--- src/rtl/vram_sprite_animator.sv ---
// vram_sprite_animator
//
// Moves a square sprite around a VRAM-backed frame. The sprite is drawn, held for
// PERIOD enabled cycles, erased, then moved one pixel diagonally. The move either
// wraps around the frame (MODE=0) or bounces off its edges (MODE=1). During a draw
// or erase phase, one pixel is written per cycle in row-major order.
//
// Ports
//   CLK        clock; all logic runs on its rising edge
//   RST_X      asynchronous active-low reset
//   EN         enables the wait timer; a phase that has started always completes
//   MODE       0 = wrap-around, 1 = bounce; sampled in the move cycle
//   COLOR      sprite colour, latched at the first pixel of a draw
//   BGCOLOR    erase colour, latched at the first pixel of an erase
//   VRAM_ADDR  write address {y, x}
//   VRAM_DATA  write data {1'b0, colour}
//   VRAM_WE    write strobe, one pixel per cycle
//   BUSY       high while drawing, erasing or moving
//   POS_X/Y    top-left corner of the sprite
module vram_sprite_animator #(
    parameter int unsigned XW     = 7,
    parameter int unsigned YW     = 7,
    parameter int unsigned XMAX   = 127,
    parameter int unsigned YMAX   = 127,
    parameter int unsigned SIZE   = 4,
    parameter int unsigned PERIOD = 8388608
) (
    input  logic             CLK,
    input  logic             RST_X,
    input  logic             EN,
    input  logic             MODE,
    input  logic [2:0]       COLOR,
    input  logic [2:0]       BGCOLOR,
    output logic [YW+XW-1:0] VRAM_ADDR,
    output logic [3:0]       VRAM_DATA,
    output logic             VRAM_WE,
    output logic             BUSY,
    output logic [XW-1:0]    POS_X,
    output logic [YW-1:0]    POS_Y
);

    localparam int unsigned TW = (PERIOD > 1) ? $clog2(PERIOD) : 1;

    localparam logic [1:0] StDraw  = 2'd0;
    localparam logic [1:0] StWait  = 2'd1;
    localparam logic [1:0] StErase = 2'd2;
    localparam logic [1:0] StMove  = 2'd3;

    localparam logic [XW-1:0] XOne  = XW'(1);
    localparam logic [YW-1:0] YOne  = YW'(1);
    localparam logic [TW-1:0] TOne  = TW'(1);
    localparam logic [XW-1:0] XMaxC = XW'(XMAX);
    localparam logic [YW-1:0] YMaxC = YW'(YMAX);
    localparam logic [XW-1:0] XLast = XW'(SIZE - 1);
    localparam logic [YW-1:0] YLast = YW'(SIZE - 1);
    // Largest position at which the whole sprite still fits on screen.
    localparam logic [XW-1:0] XLim  = XW'(XMAX - SIZE + 1);
    localparam logic [YW-1:0] YLim  = YW'(YMAX - SIZE + 1);
    localparam logic [TW-1:0] TLast = TW'(PERIOD - 1);

    // (a + b) mod (MAX+1) for a, b <= MAX, computed without a carry bit so that a
    // non-power-of-two frame still wraps correctly at the native width.
    function automatic logic [XW-1:0] wrap_add_x(input logic [XW-1:0] a,
                                                 input logic [XW-1:0] b);
        logic [XW-1:0] room;
        room = XMaxC - a;
        if (b > room) return b - room - XOne;
        return a + b;
    endfunction

    function automatic logic [YW-1:0] wrap_add_y(input logic [YW-1:0] a,
                                                 input logic [YW-1:0] b);
        logic [YW-1:0] room;
        room = YMaxC - a;
        if (b > room) return b - room - YOne;
        return a + b;
    endfunction

    logic [1:0]       state_q, state_d;
    logic [XW-1:0]    px_q, px_d;
    logic [YW-1:0]    py_q, py_d;
    logic [TW-1:0]    timer_q, timer_d;
    logic [XW-1:0]    pos_x_q, pos_x_d;
    logic [YW-1:0]    pos_y_q, pos_y_d;
    logic             x_dec_q, x_dec_d;   // 1 = moving towards 0
    logic             y_dec_q, y_dec_d;
    logic [2:0]       col_q, col_d;
    logic             we_q, we_d;
    logic             busy_q, busy_d;
    logic [YW+XW-1:0] addr_q, addr_d;
    logic [3:0]       data_q, data_d;
    logic             first_pix;
    logic [2:0]       pix_col;

    always_comb begin
        state_d   = state_q;
        px_d      = px_q;
        py_d      = py_q;
        timer_d   = timer_q;
        pos_x_d   = pos_x_q;
        pos_y_d   = pos_y_q;
        x_dec_d   = x_dec_q;
        y_dec_d   = y_dec_q;
        col_d     = col_q;
        we_d      = 1'b0;
        addr_d    = addr_q;
        data_d    = data_q;
        first_pix = (px_q == '0) && (py_q == '0);
        pix_col   = col_q;

        case (state_q)
            StDraw, StErase: begin
                // The colour is taken live on the first pixel and held from then on.
                if (first_pix) pix_col = (state_q == StDraw) ? COLOR : BGCOLOR;
                col_d  = pix_col;
                we_d   = 1'b1;
                data_d = {1'b0, pix_col};
                addr_d = {wrap_add_y(pos_y_q, py_q), wrap_add_x(pos_x_q, px_q)};
                if (px_q == XLast) begin
                    px_d = '0;
                    if (py_q == YLast) begin
                        py_d    = '0;
                        state_d = (state_q == StDraw) ? StWait : StMove;
                    end else begin
                        py_d = py_q + YOne;
                    end
                end else begin
                    px_d = px_q + XOne;
                end
            end

            StWait: begin
                if (EN) begin
                    if (timer_q == TLast) begin
                        timer_d = '0;
                        state_d = StErase;
                    end else begin
                        timer_d = timer_q + TOne;
                    end
                end
            end

            StMove: begin
                state_d = StDraw;
                if (!MODE) begin
                    if (x_dec_q) pos_x_d = (pos_x_q == '0) ? XMaxC : pos_x_q - XOne;
                    else         pos_x_d = (pos_x_q == XMaxC) ? '0 : pos_x_q + XOne;
                    if (y_dec_q) pos_y_d = (pos_y_q == '0) ? YMaxC : pos_y_q - YOne;
                    else         pos_y_d = (pos_y_q == YMaxC) ? '0 : pos_y_q + YOne;
                end else begin
                    // A sprite left hanging over the edge by wrap mode restarts at 0.
                    if (pos_x_q > XLim) begin
                        pos_x_d = '0;
                        x_dec_d = 1'b0;
                    end else if (!x_dec_q) begin
                        if (pos_x_q == XLim) begin
                            x_dec_d = 1'b1;
                            pos_x_d = pos_x_q - XOne;
                        end else begin
                            pos_x_d = pos_x_q + XOne;
                        end
                    end else if (pos_x_q == '0) begin
                        x_dec_d = 1'b0;
                        pos_x_d = pos_x_q + XOne;
                    end else begin
                        pos_x_d = pos_x_q - XOne;
                    end

                    if (pos_y_q > YLim) begin
                        pos_y_d = '0;
                        y_dec_d = 1'b0;
                    end else if (!y_dec_q) begin
                        if (pos_y_q == YLim) begin
                            y_dec_d = 1'b1;
                            pos_y_d = pos_y_q - YOne;
                        end else begin
                            pos_y_d = pos_y_q + YOne;
                        end
                    end else if (pos_y_q == '0) begin
                        y_dec_d = 1'b0;
                        pos_y_d = pos_y_q + YOne;
                    end else begin
                        pos_y_d = pos_y_q - YOne;
                    end
                end
            end

            default: state_d = StDraw;
        endcase

        // BUSY stays high through the last write of a draw, so it never drops while
        // VRAM_WE is still asserted.
        busy_d = we_d | (state_d != StWait);
    end

    always_ff @(posedge CLK or negedge RST_X) begin
        if (!RST_X) begin
            state_q <= StDraw;
            px_q    <= '0;
            py_q    <= '0;
            timer_q <= '0;
            pos_x_q <= '0;
            pos_y_q <= '0;
            x_dec_q <= 1'b0;
            y_dec_q <= 1'b0;
            col_q   <= '0;
            we_q    <= 1'b0;
            busy_q  <= 1'b0;
            addr_q  <= '0;
            data_q  <= '0;
        end else begin
            state_q <= state_d;
            px_q    <= px_d;
            py_q    <= py_d;
            timer_q <= timer_d;
            pos_x_q <= pos_x_d;
            pos_y_q <= pos_y_d;
            x_dec_q <= x_dec_d;
            y_dec_q <= y_dec_d;
            col_q   <= col_d;
            we_q    <= we_d;
            busy_q  <= busy_d;
            addr_q  <= addr_d;
            data_q  <= data_d;
        end
    end

    assign VRAM_ADDR = addr_q;
    assign VRAM_DATA = data_q;
    assign VRAM_WE   = we_q;
    assign BUSY      = busy_q;
    assign POS_X     = pos_x_q;
    assign POS_Y     = pos_y_q;

endmodule

--- config.mk ---
export PLATFORM = sky130hd
export DESIGN_NAME = vram_sprite_animator
export DESIGN_NICKNAME = d
export VERILOG_FILES = /design/src/rtl/vram_sprite_animator.sv
export SDC_FILE = /design/constraint.sdc
export NUM_CORES = 1
export LEC_CHECK = 0
export CAP_MARGIN = 20
export CORE_UTILIZATION = 45
export DETAILED_ROUTE_END_ITERATION = 10
export GPL_ROUTABILITY_DRIVEN = 1
export PLACE_DENSITY_LB_ADDON = 0.3
export RECOVER_POWER = 25
export SYNTH_ARGS = -nofsm -noshare
export SYNTH_HDL_FRONTEND = slang
export SYNTH_SLANG_ARGS = --single-unit
--- constraint.sdc ---
create_clock -name CLK -period 2.76 [get_ports CLK]
set_input_delay 0.276 -clock CLK [delete_from_list [all_inputs] [get_ports CLK]]
set_output_delay 0.276 -clock CLK [all_outputs]
set_load 0.01 [all_outputs]
After elaboration in Yosys (flattened, before gate mapping)
Cells that the tools add are included.

storage, ports and cells
  bits in registers = 74
  input bits = 10
  output and inout port bits = 34
  word-level logic and storage cells = 97

cells by class
  reduce and logical (&&, ||, !) cells = 11
  equal/unequal tests = 11
  magnitude comparators = 4
  $add $sub $neg = 15
  multiplexer cells = 43
  bitwise operators = 1

operator list
  cell                     number
  $mux W7                  22
  $add A7 B1 Y7 const B    4
  $eq A7 B7 Y1 const B     4
  $logic_not A7 Y1         4
  $sub A7 B1 Y7 const B    4
  $add A23 B1 Y23 const B  1
  $eq A23 B23 Y1 const B   1
  $mux W23                 1
  $add A7 B7 Y7            2
  $eq A7 B2 Y1 const B     2
  $gt A7 B7 Y1             2
  $gt A7 B7 Y1 const B     2
  $sub A7 B7 Y7            2
  $sub A7 B7 Y7 const A    2
  $mux W1                  13
  $mux W2                  5
  $reduce_and A2 Y1        4
  $pmux W2 S3              1
  $eq A2 B2 Y1 const B     2
  $mux W3                  1
  $eq A2 B1 Y1 const B     1
  $logic_not A2 Y1         1
  $ne A2 B1 Y1 const B     1
  $reduce_or A2 Y1         1
  2 further kinds          2

Longest topological paths before layout
Gate-level depths: netlist (run 1).

  depth after elaboration = 7
  gate-level depth with buffers = 8
  mapped depth without buffers = 8

Least setup slack after synthesis (run 1)
OpenSTA, ideal clock, no wires.

  path type = register to register
  start = reg pos_y_q[1] (netlist: POS_Y[1])
  end = reg pos_y_q[4] (netlist: POS_Y[4])
  buffers on the path = 0
  library setup time = 0.137 ns
  arrival = 1.988 ns
  stages on the path, launching flop included = 8
  period minus slack after synthesis = 2.125 ns
  slack = 0.635 ns
  required time = 2.623 ns
  cells stage by stage = dfrtp_1 inv_1 ha_1 or4b_4 nor3_2 a31oi_1 o311ai_0 a2bb2oi_1

on the way
  word-level cells in the longest chain between the ends = 5
  elaborated cells on any way between the ends = 14
  classes of those cells = add/sub: 2; order compare: 1; eq/ne: 2; mux: 8; reduce/logical: 1

RTL lines
  item                                         line           source
  start, declared                              84             logic [YW-1:0] pos_y_q, pos_y_d;
  start signal, assigned                       217            pos_y_q <= pos_y_d;
  $add A7 B1 Y7, or another cell as far along  149, 177, 181
  $mux W7, on equally long branches            173, 179
  $mux W7                                      172            end else if (!y_dec_q) begin
  $mux W7                                      169            if (pos_y_q > YLim) begin
  $mux W7 *                                    145            if (!MODE) begin

Every way passes the cells marked *; elsewhere a longest branch is shown, timed or not.
A chain may end at the register's enable or synchronous reset.

Worst setup path after layout (run 1)
  start = reg pos_x_q[1] (netlist: POS_X[1])
  end = reg pos_x_q[3] (netlist: POS_X[3])

on the way
  word-level cells in the longest chain between the ends = 5
  elaborated cells on any way between the ends = 14
  classes of those cells = add/sub: 2; order compare: 1; eq/ne: 2; mux: 8; reduce/logical: 1

RTL lines
  item                                         line           source
  start, declared                              83             logic [XW-1:0] pos_x_q, pos_x_d;
  start signal, assigned                       216            pos_x_q <= pos_x_d;
  $add A7 B1 Y7, or another cell as far along  147, 160, 164
  $mux W7, on equally long branches            156, 162
  $mux W7                                      155            end else if (!x_dec_q) begin
  $mux W7                                      152            if (pos_x_q > XLim) begin
  $mux W7 *                                    145

Marks and branches as above.

==> parameters.txt, run 1 <==
Parameter                              Value

Floorplanning
  Number of I/O pins ... 44
  Width of the die ... 103 um
  Initial core utilization ... 0.467
  Total Die Area ... 10,600 um^2
  Num rows ... 36
  Die extent in y ... 103 um
  Area inside the core boundary ... 9820 um^2

Synthesis
  Main flop type after synthesis ... sky130_fd_sc_hd__dfrtp_1
  Number of warnings reported in the yosys synthesis log ... 0
  Post-synth EDFFs ... 0
  Sequential share of the synthesized area ... 0.404
  Synth Instances ... 492
  Register bit count reported by yosys ... 74
  Fraction of synthesis flops using an asynchronous set or reset pin ... 1.00
  Number of nets in the synthesized netlist ... 529
  Synthesized area divided by synthesized cell count ... 9.32 um^2
  Netlist cell types ... 64
  Cell Area, Synth ... 4590 um^2

Drt
  Sum of routed wire length over all layers ... 10,700 um
  Via density ... 5.90
  Drt first pass iters ... 5
  Post-DRT Antenna Nets ... 0
  Vias ... 3,933
  Iter 0 DRT Violations ... 166
  Post-detailed-route DRC marker count ... 0
  Average wire per cell in the routed design ... 16.1 um

Setup path
  Levels on crit path ... 7
  Cell with the biggest individual delay on the critical path ... sky130_fd_sc_hd__nor3b_1
  Max incr delay on CP ... 0.52 ns
  WP buf/inv ... 1
  Kind of end point of the critical path ... register
  Critical path fanouts, max ... 10
  Cell chain of the critical path ... inv_1 > ha_1 > nor3b_1 > nand2_1 > mux2_2 > a21oi_1 > o311ai_0
  Worst Path Arrival ... 2.60 ns
  Type of the setup path with the least slack ... register to register
  Reg2Reg Depth ... 7
  CP required ... 3.00 ns
  Kind of cell with the highest combined delay on the critical path ... simple AND/OR/NAND/NOR gates
  Element type at the critical path start ... register

Clocking
  Deepest level of the CTS H-tree ... 3
  CTS clock-pin slew for the worst setup and hold paths ... 0.09 ns
  Root cell of the clock tree ... sky130_fd_sc_hd__clkbuf_8
  Hold_buf cts ... 0
  Number of instances resized during post-cts repair ... 0
  TritonCTS clock tree ... done
  Maximum number of buffers from clock root to sink ... 2
  Clock tree sinks ... 74
  Setup repair bufs after CTS ... 0
  Worst skew pair latency ... 0.35 ns
  Cts bufs inserted ... 9

GRT
  Vias in the first global route ... 3,722
  First-pass GRT wire length ... 17,900 um
  Initial antenna violation count ... 0
  Largest net degree at the start of global routing ... 75
  All-Layer GR Usage ... 0.219
  Congestion Overflow GR ... 0

Timing
  Total count of max-transition violations in the final report ... 75
  Transition time of the tightest slew-check pin ... 1.88 ns
  Final number of hold-violating endpoints ... 0
  Minimum period implied by the final worst setup slack ... 2.36 ns
  Setup repair after global routing missed its margin ... no
  Post-route fraction of the period consumed by the critical path ... 0.854
  Post-Route Setup TNS ... 0 ns
  Final Skew ... 0.0108 ns
  Maximum operating frequency ... 0.424 GHz
  Endpoints failing setup ... 0
  Hold Worst Slack ... 0.444 ns
  Relative slew slack ... -0.255

Finish
  Post-Layout Cell Count ... 667
  Most frequent cells in the layout ... 74 x sky130_fd_sc_hd__dfrtp_1, 43 x sky130_fd_sc_hd__nand2_1, 41 x sky130_fd_sc_hd__clkdlybuf4s50_1
  Area delta synth->final ... 16.4%
  Inserted Diodes ... 0
  Commonest non-fill, non-tap cell in the layout ... sky130_fd_sc_hd__dfrtp_1
  Net count reported at finish ... 566
  Share of final-layout standard cells stronger than drive strength 1 ... 0.0805

Power and ir drop
  Power density over the cells ... 413 nW/um^2
  Standby leakage power ... 2.37 nW
  Max IR drop VDD ... 221 uV
  Overall power consumption ... 2.20 mW

Placement
  Number of buffer cells added on primary ports ... 42
  Number of placed cells counting well taps ... 651
  Routability congestion estimate ... 0.892
  Final HPWL from detailed placement ... 7630 um

Hold path
  Class of the tightest hold or removal check ... input pin to async pin

Status
  Result of the run ... finished, violations left
  Failing checks ... max-capacitance violations, max-slew violations

Job
  Max Cap Viol ... 1
Yosys cell counts, types with 4 or more instances:
library cell	count	area share
sky130_fd_sc_hd__and4_1	5	0.0095
sky130_fd_sc_hd__nand3_1	33	0.036
sky130_fd_sc_hd__or4_1	4	0.0065
sky130_fd_sc_hd__clkbuf_1	19	0.016
sky130_fd_sc_hd__dfrtp_1	74	0.40
sky130_fd_sc_hd__and3_1	10	0.014
sky130_fd_sc_hd__o211ai_1	6	0.0098
sky130_fd_sc_hd__a221oi_1	4	0.0076
sky130_fd_sc_hd__o21ai_0	21	0.023
sky130_fd_sc_hd__xnor2_1	15	0.029
sky130_fd_sc_hd__a21oi_1	19	0.021
sky130_fd_sc_hd__nand4_1	13	0.018
sky130_fd_sc_hd__xor2_1	22	0.042
sky130_fd_sc_hd__ha_1	25	0.068
sky130_fd_sc_hd__a31oi_1	8	0.011
sky130_fd_sc_hd__o31ai_1	4	0.0065
sky130_fd_sc_hd__a21o_1	8	0.013
sky130_fd_sc_hd__nor3b_1	7	0.011
sky130_fd_sc_hd__nor3_1	11	0.012
sky130_fd_sc_hd__inv_1	21	0.017
sky130_fd_sc_hd__o311ai_0	4	0.0076
sky130_fd_sc_hd__nor2b_1	4	0.0055
sky130_fd_sc_hd__nand2_1	43	0.035
sky130_fd_sc_hd__and2_1	4	0.0055
sky130_fd_sc_hd__mux2_2	10	0.025
sky130_fd_sc_hd__nor2_1	37	0.030
flip-flops by register name, summed over array words and instances, names as in the netlist:
name / count
x_dec_q: 1
POS_Y: 7
BUSY: 1
timer_q: 23
state_q: 2
py_q: 7
VRAM_ADDR: 14
col_q: 3
POS_X: 7
y_dec_q: 1
px_q: 7
VRAM_WE: 1
path summary, 6_finish.rpt:
| path | from | end | slack, ns |
|---|---|---|---|
| max reg2reg | POS_X[1]$_DFFE_PN0P_ | POS_X[3]$_DFFE_PN0P_ | 0.40 |
| max in group asynchronous | RST_X | POS_Y[3]$_DFFE_PN0P_ | 1.22 |
| min | RST_X | timer_q[20]$_DFFE_PN0P_ | 0.44 |
| min reg2reg | timer_q[20]$_DFFE_PN0P_ | timer_q[20]$_DFFE_PN0P_ | 0.47 |
| min in group CLK | timer_q[20]$_DFFE_PN0P_ | timer_q[20]$_DFFE_PN0P_ | 0.47 |
| max | POS_X[1]$_DFFE_PN0P_ | POS_X[3]$_DFFE_PN0P_ | 0.40 |
cells by family (layout without fill, tap and decap cells):
| group | count (synthesis) | count (layout) | share of synthesized area |
|---|---|---|---|
| simple gates | 190 | 190 | 0.222 |
| mux | 10 | 10 | 0.0246 |
| xor+xnor | 37 | 37 | 0.0707 |
| compound gates | 109 | 109 | 0.164 |
| flops | 74 | 74 | 0.404 |
| buf+inv | 44 | 86 | 0.0377 |
| fa+ha+maj | 27 | 27 | 0.0769 |
| other cells | 1 | 1 | 0.000818 |
through the flow:
| stage | instance area [um^2] | utilization | setup WS [ns] |
|---|---|---|---|
| floorplan | 4590 | - | 0.635 |
| global placement | 5130 | 0.522 | 0.502 |
| detailed placement | 5130 | 0.522 | 0.467 |
| CTS | 5340 | 0.544 | 0.430 |
| global route | 5340 | 0.544 | 0.196 |
| finish | 5340 | 0.544 | 0.403 |
power breakdown:
part / total, mW / internal (mW) / leakage (nW) / switching, mW
clock: 0.902 / 0.454 / 0.107 / 0.449
combinational: 0.137 / 0.0639 / 1.31 / 0.0734
sequential: 1.16 / 1.12 / 0.961 / 0.0416
layout make-up:
cell class              count  area (um^2)
fillers                   942         4480
multi-input cells         374         2560
flip-flops and latches     74         1850
repair buffers             49          468
well taps                 133          166
clock buffers              10          138
inverters                  21         78.8
clock inverters             6         73.8
per-layer routing:
layer	wire, um	share of wire	vias up	global-route usage
met5	0	0	-	0
met3	565	0.053	23	0.0488
met1	4800	0.45	1904	0.293
met4	224	0.021	0	0.0791
met2	5120	0.48	134	0.350
li1	-	-	1872	-
Power figures use the tool's default switching activity.
==> inputs of run 2 (changes only) <==
--- a/config.mk
+++ b/config.mk
@@ -9,6 +9,7 @@
 export CORE_UTILIZATION = 45
 export DETAILED_ROUTE_END_ITERATION = 10
 export GPL_ROUTABILITY_DRIVEN = 1
+export MAX_ROUTING_LAYER = met4
 export PLACE_DENSITY_LB_ADDON = 0.3
 export RECOVER_POWER = 25
 export SYNTH_ARGS = -nofsm -noshare
==> run 2 against run 1 <==
Effect of this change: the flow still finishes with violations (max-capacitance violations, max-slew violations); sequential share of layout area about the same; worst setup slack got worse by 0.0069 ns; maximum frequency decreased by 0.29%; first-iteration DRC count rose by 11%; sequential cell count is the same; register-to-register slack hardly changed; cell count is the same; wire length fell by 0.14%; global-route usage grew 1.1 points; critical path depth stayed put.
==> parameters.txt, run 2 (synthesized netlist as in run 1, its figures left out) <==
Parameter                              Value

Status
  Failing checks ... max-capacitance violations, max-slew violations
  Result of the run ... finished, violations left

Timing
  Setup repair after global routing missed its margin ... no
  Final setup margin ... 0.396 ns (-0.00691 ns)
  Minimum period implied by the final worst setup slack ... 2.36 ns (+0.00691 ns)
  Total count of max-transition violations in the final report ... 75 (unchanged)
  Post-route fraction of the period consumed by the critical path ... 0.857 (+0.00250)
  Post-Route Setup TNS ... 0 ns (unchanged)
  Relative slew slack ... -0.245 (+0.0105)
  Maximum operating frequency ... 0.423 GHz (-0.29%)
  Final number of hold-violating endpoints ... 0 (unchanged)
  Endpoints failing setup ... 0 (unchanged)
  Transition time of the tightest slew-check pin ... 1.87 ns (-0.0158 ns)
  Final Skew ... 0.00840 ns (-0.00240 ns)

Floorplanning
  Total Die Area ... 10,600 um^2 (unchanged)
  Number of I/O pins ... 44 (unchanged)
  Num rows ... 36 (unchanged)
  Area inside the core boundary ... 9820 um^2 (unchanged)
  Die extent in y ... 103 um (unchanged)
  Width of the die ... 103 um (unchanged)
  Initial core utilization ... 0.467 (unchanged)

Clocking
  CTS clock-pin slew for the worst setup and hold paths ... 0.08 ns (about the same)
  Root cell of the clock tree ... sky130_fd_sc_hd__clkbuf_8
  Number of instances resized during post-cts repair ... 0 (unchanged)
  Worst skew pair latency ... 0.35 ns (about the same)
  Clock tree sinks ... 74 (unchanged)
  TritonCTS clock tree ... done
  Cts bufs inserted ... 9 (unchanged)
  Setup repair bufs after CTS ... 0 (unchanged)
  Deepest level of the CTS H-tree ... 3 (unchanged)
  Maximum number of buffers from clock root to sink ... 2 (unchanged)
  Hold_buf cts ... 0 (unchanged)

Setup path
  Reg2Reg Depth ... 7 (unchanged)
  Minimum setup slack among reg-to-reg paths ... 0.40 ns (about the same)
  Cell with the biggest individual delay on the critical path ... sky130_fd_sc_hd__or4b_4
  Critical path fanouts, max ... 9 (-1)
  Cell chain of the critical path ... inv_1 > ha_1 > or4b_4 > nor3_2 > a31oi_1 > o311ai_0 > a2bb2oi_1
  Worst Path Arrival ... 2.59 ns (about the same)
  Max incr delay on CP ... 0.50 ns (-0.02 ns)
  Kind of cell with the highest combined delay on the critical path ... simple AND/OR/NAND/NOR gates
  Destination of the worst register-to-register timing path ... POS_Y[4]$_DFFE_PN0P_
  Element type at the critical path start ... register
  WP buf/inv ... 1 (unchanged)
  Reg2reg start ... POS_Y[1]$_DFFE_PN0P_
  CP required ... 2.99 ns (about the same)
  Type of the setup path with the least slack ... register to register
  Kind of end point of the critical path ... register

Placement
  Number of buffer cells added on primary ports ... 42 (unchanged)
  Routability congestion estimate ... 0.876 (-1.8%)
  Setup WS pre-CTS ... 0.436 ns (-0.0312 ns)
  Number of placed cells counting well taps ... 651 (unchanged)
  Final HPWL from detailed placement ... 7630 um (about the same)

Drt
  Iter 0 DRT Violations ... 185 (+11%)
  Average wire per cell in the routed design ... 16.0 um (-0.14%)
  Vias ... 3,879 (-1.4%)
  Drt first pass iters ... 5 (unchanged)
  Via density ... 5.82 (-1.4%)
  Post-detailed-route DRC marker count ... 0 (unchanged)
  Sum of routed wire length over all layers ... 10,700 um (-0.14%)
  Post-DRT Antenna Nets ... 0 (unchanged)

Power and ir drop
  Power density over the cells ... 414 nW/um^2 (+0.29%)
  Overall power consumption ... 2.21 mW (+0.34%)
  Clock network fraction of total power ... 0.411 (+0.002)
  Part of the total power dissipated in combinational logic ... 0.063 (about the same)
  Switching fraction of total power ... 0.242 (-0.0141)
  Net Switching ... 0.534 mW (-5.2%)
  Internal power component ... 1.68 mW (+2.2%)
  Standby leakage power ... 2.38 nW (+0.21%)
  Max IR drop VDD ... 200 uV (-9.6%)
  Share of total power in sequential cells ... 0.526 (-0.002)

GRT
  Congestion Overflow GR ... 0 (unchanged)
  Initial antenna violation count ... 0 (unchanged)
  Largest net degree at the start of global routing ... 75 (unchanged)
  Vias in the first global route ... 3,743 (+0.56%)
  First-pass GRT wire length ... 18,200 um (+1.5%)
  All-Layer GR Usage ... 0.230 (+0.0111)

Finish
  Footprint of the flip-flops and latches ... 1850 um^2 (unchanged)
  Area delta synth->final ... 16.5% (about the same)
  Multi-input gate area in the final layout ... 2560 um^2 (unchanged)
  Share of final-layout standard cells stronger than drive strength 1 ... 0.0805 (unchanged)
  Register name with the most flops ... timer_q
  Net count reported at finish ... 566 (unchanged)
  Commonest non-fill, non-tap cell in the layout ... sky130_fd_sc_hd__dfrtp_1
  Most frequent cells in the layout ... 74 x sky130_fd_sc_hd__dfrtp_1, 43 x sky130_fd_sc_hd__nand2_1, 41 x sky130_fd_sc_hd__clkdlybuf4s50_1
  Number of flip-flops under the largest register name ... 23 (unchanged)
  Finished Core Util ... 0.544 (about the same)
  Post-Layout Cell Count ... 667 (unchanged)
  Count of fill cells added during filler insertion ... 968 (+2.8%)
  Inserted Diodes ... 0 (unchanged)

Hold path
  Class of the tightest hold or removal check ... input pin to async pin

Job
  Max Cap Viol ... 1 (unchanged)
-- run 2: changes by cell type in the layout (fill, tap and decap cells not counted), sizes merged --
cell,before,now
inv,23,21
clkbuf,11,13
-- run 2: worst max-delay path by stage --
| stage | from | to | cells after the start |
|---|---|---|---|
| CTS | POS_Y[1]$_DFFE_PN0P_ | POS_Y[4]$_DFFE_PN0P_ | 7 |
| global route | POS_X[0]$_DFFE_PN0P_ | POS_X[3]$_DFFE_PN0P_ | 7 |
| global placement | POS_Y[1]$_DFFE_PN0P_ | POS_Y[4]$_DFFE_PN0P_ | 7 |
| finish | POS_Y[1]$_DFFE_PN0P_ | POS_Y[4]$_DFFE_PN0P_ | 7 |
| detailed placement | POS_X[0]$_DFFE_PN0P_ | POS_X[3]$_DFFE_PN0P_ | 7 |
| floorplan | POS_Y[1]$_DFFE_PN0P_ | POS_Y[4]$_DFFE_PN0P_ | 7 |
-- run 2: area by class of cell --
| class | instances | area share |
|---|---|---|
| timing repair buffer | 49 | 0.0876 |
| multi-input combinational | 374 | 0.480 |
| clock inverter | 4 | 0.00914 |
| sequential | 74 | 0.347 |
| tap | 133 | 0.0312 |
| inverter | 21 | 0.0148 |
| clock buffer | 12 | 0.0309 |
-- run 2: stage by stage --
step                      area, um^2  hold WS (ns)
after detailed placement        5130         0.461
after floorplan                 4590       -0.0196
after global routing            5340         0.484
after global placement          5130         0.452
final                           5340         0.437
after CTS                       5340         0.106
-- run 2: per-layer routing --
layer,global-route usage,part of all wire
met1,0.306,0.47
met2,0.354,0.47
met3,0.0366,0.045
met4,0.0888,0.016
met5,-,0
-- run 2: power by group through the flow --
stage          registers, mW  clock network, mW  logic [mW]
2_1_floorplan           1.18                  0      0.0808
3_3_place_gp            1.18                  0       0.137
3_5_place_dp            1.18                  0       0.140
4_1_cts                 1.16              0.939       0.143
5_1_grt                 1.17              0.978       0.161
6_report                1.16              0.909       0.139
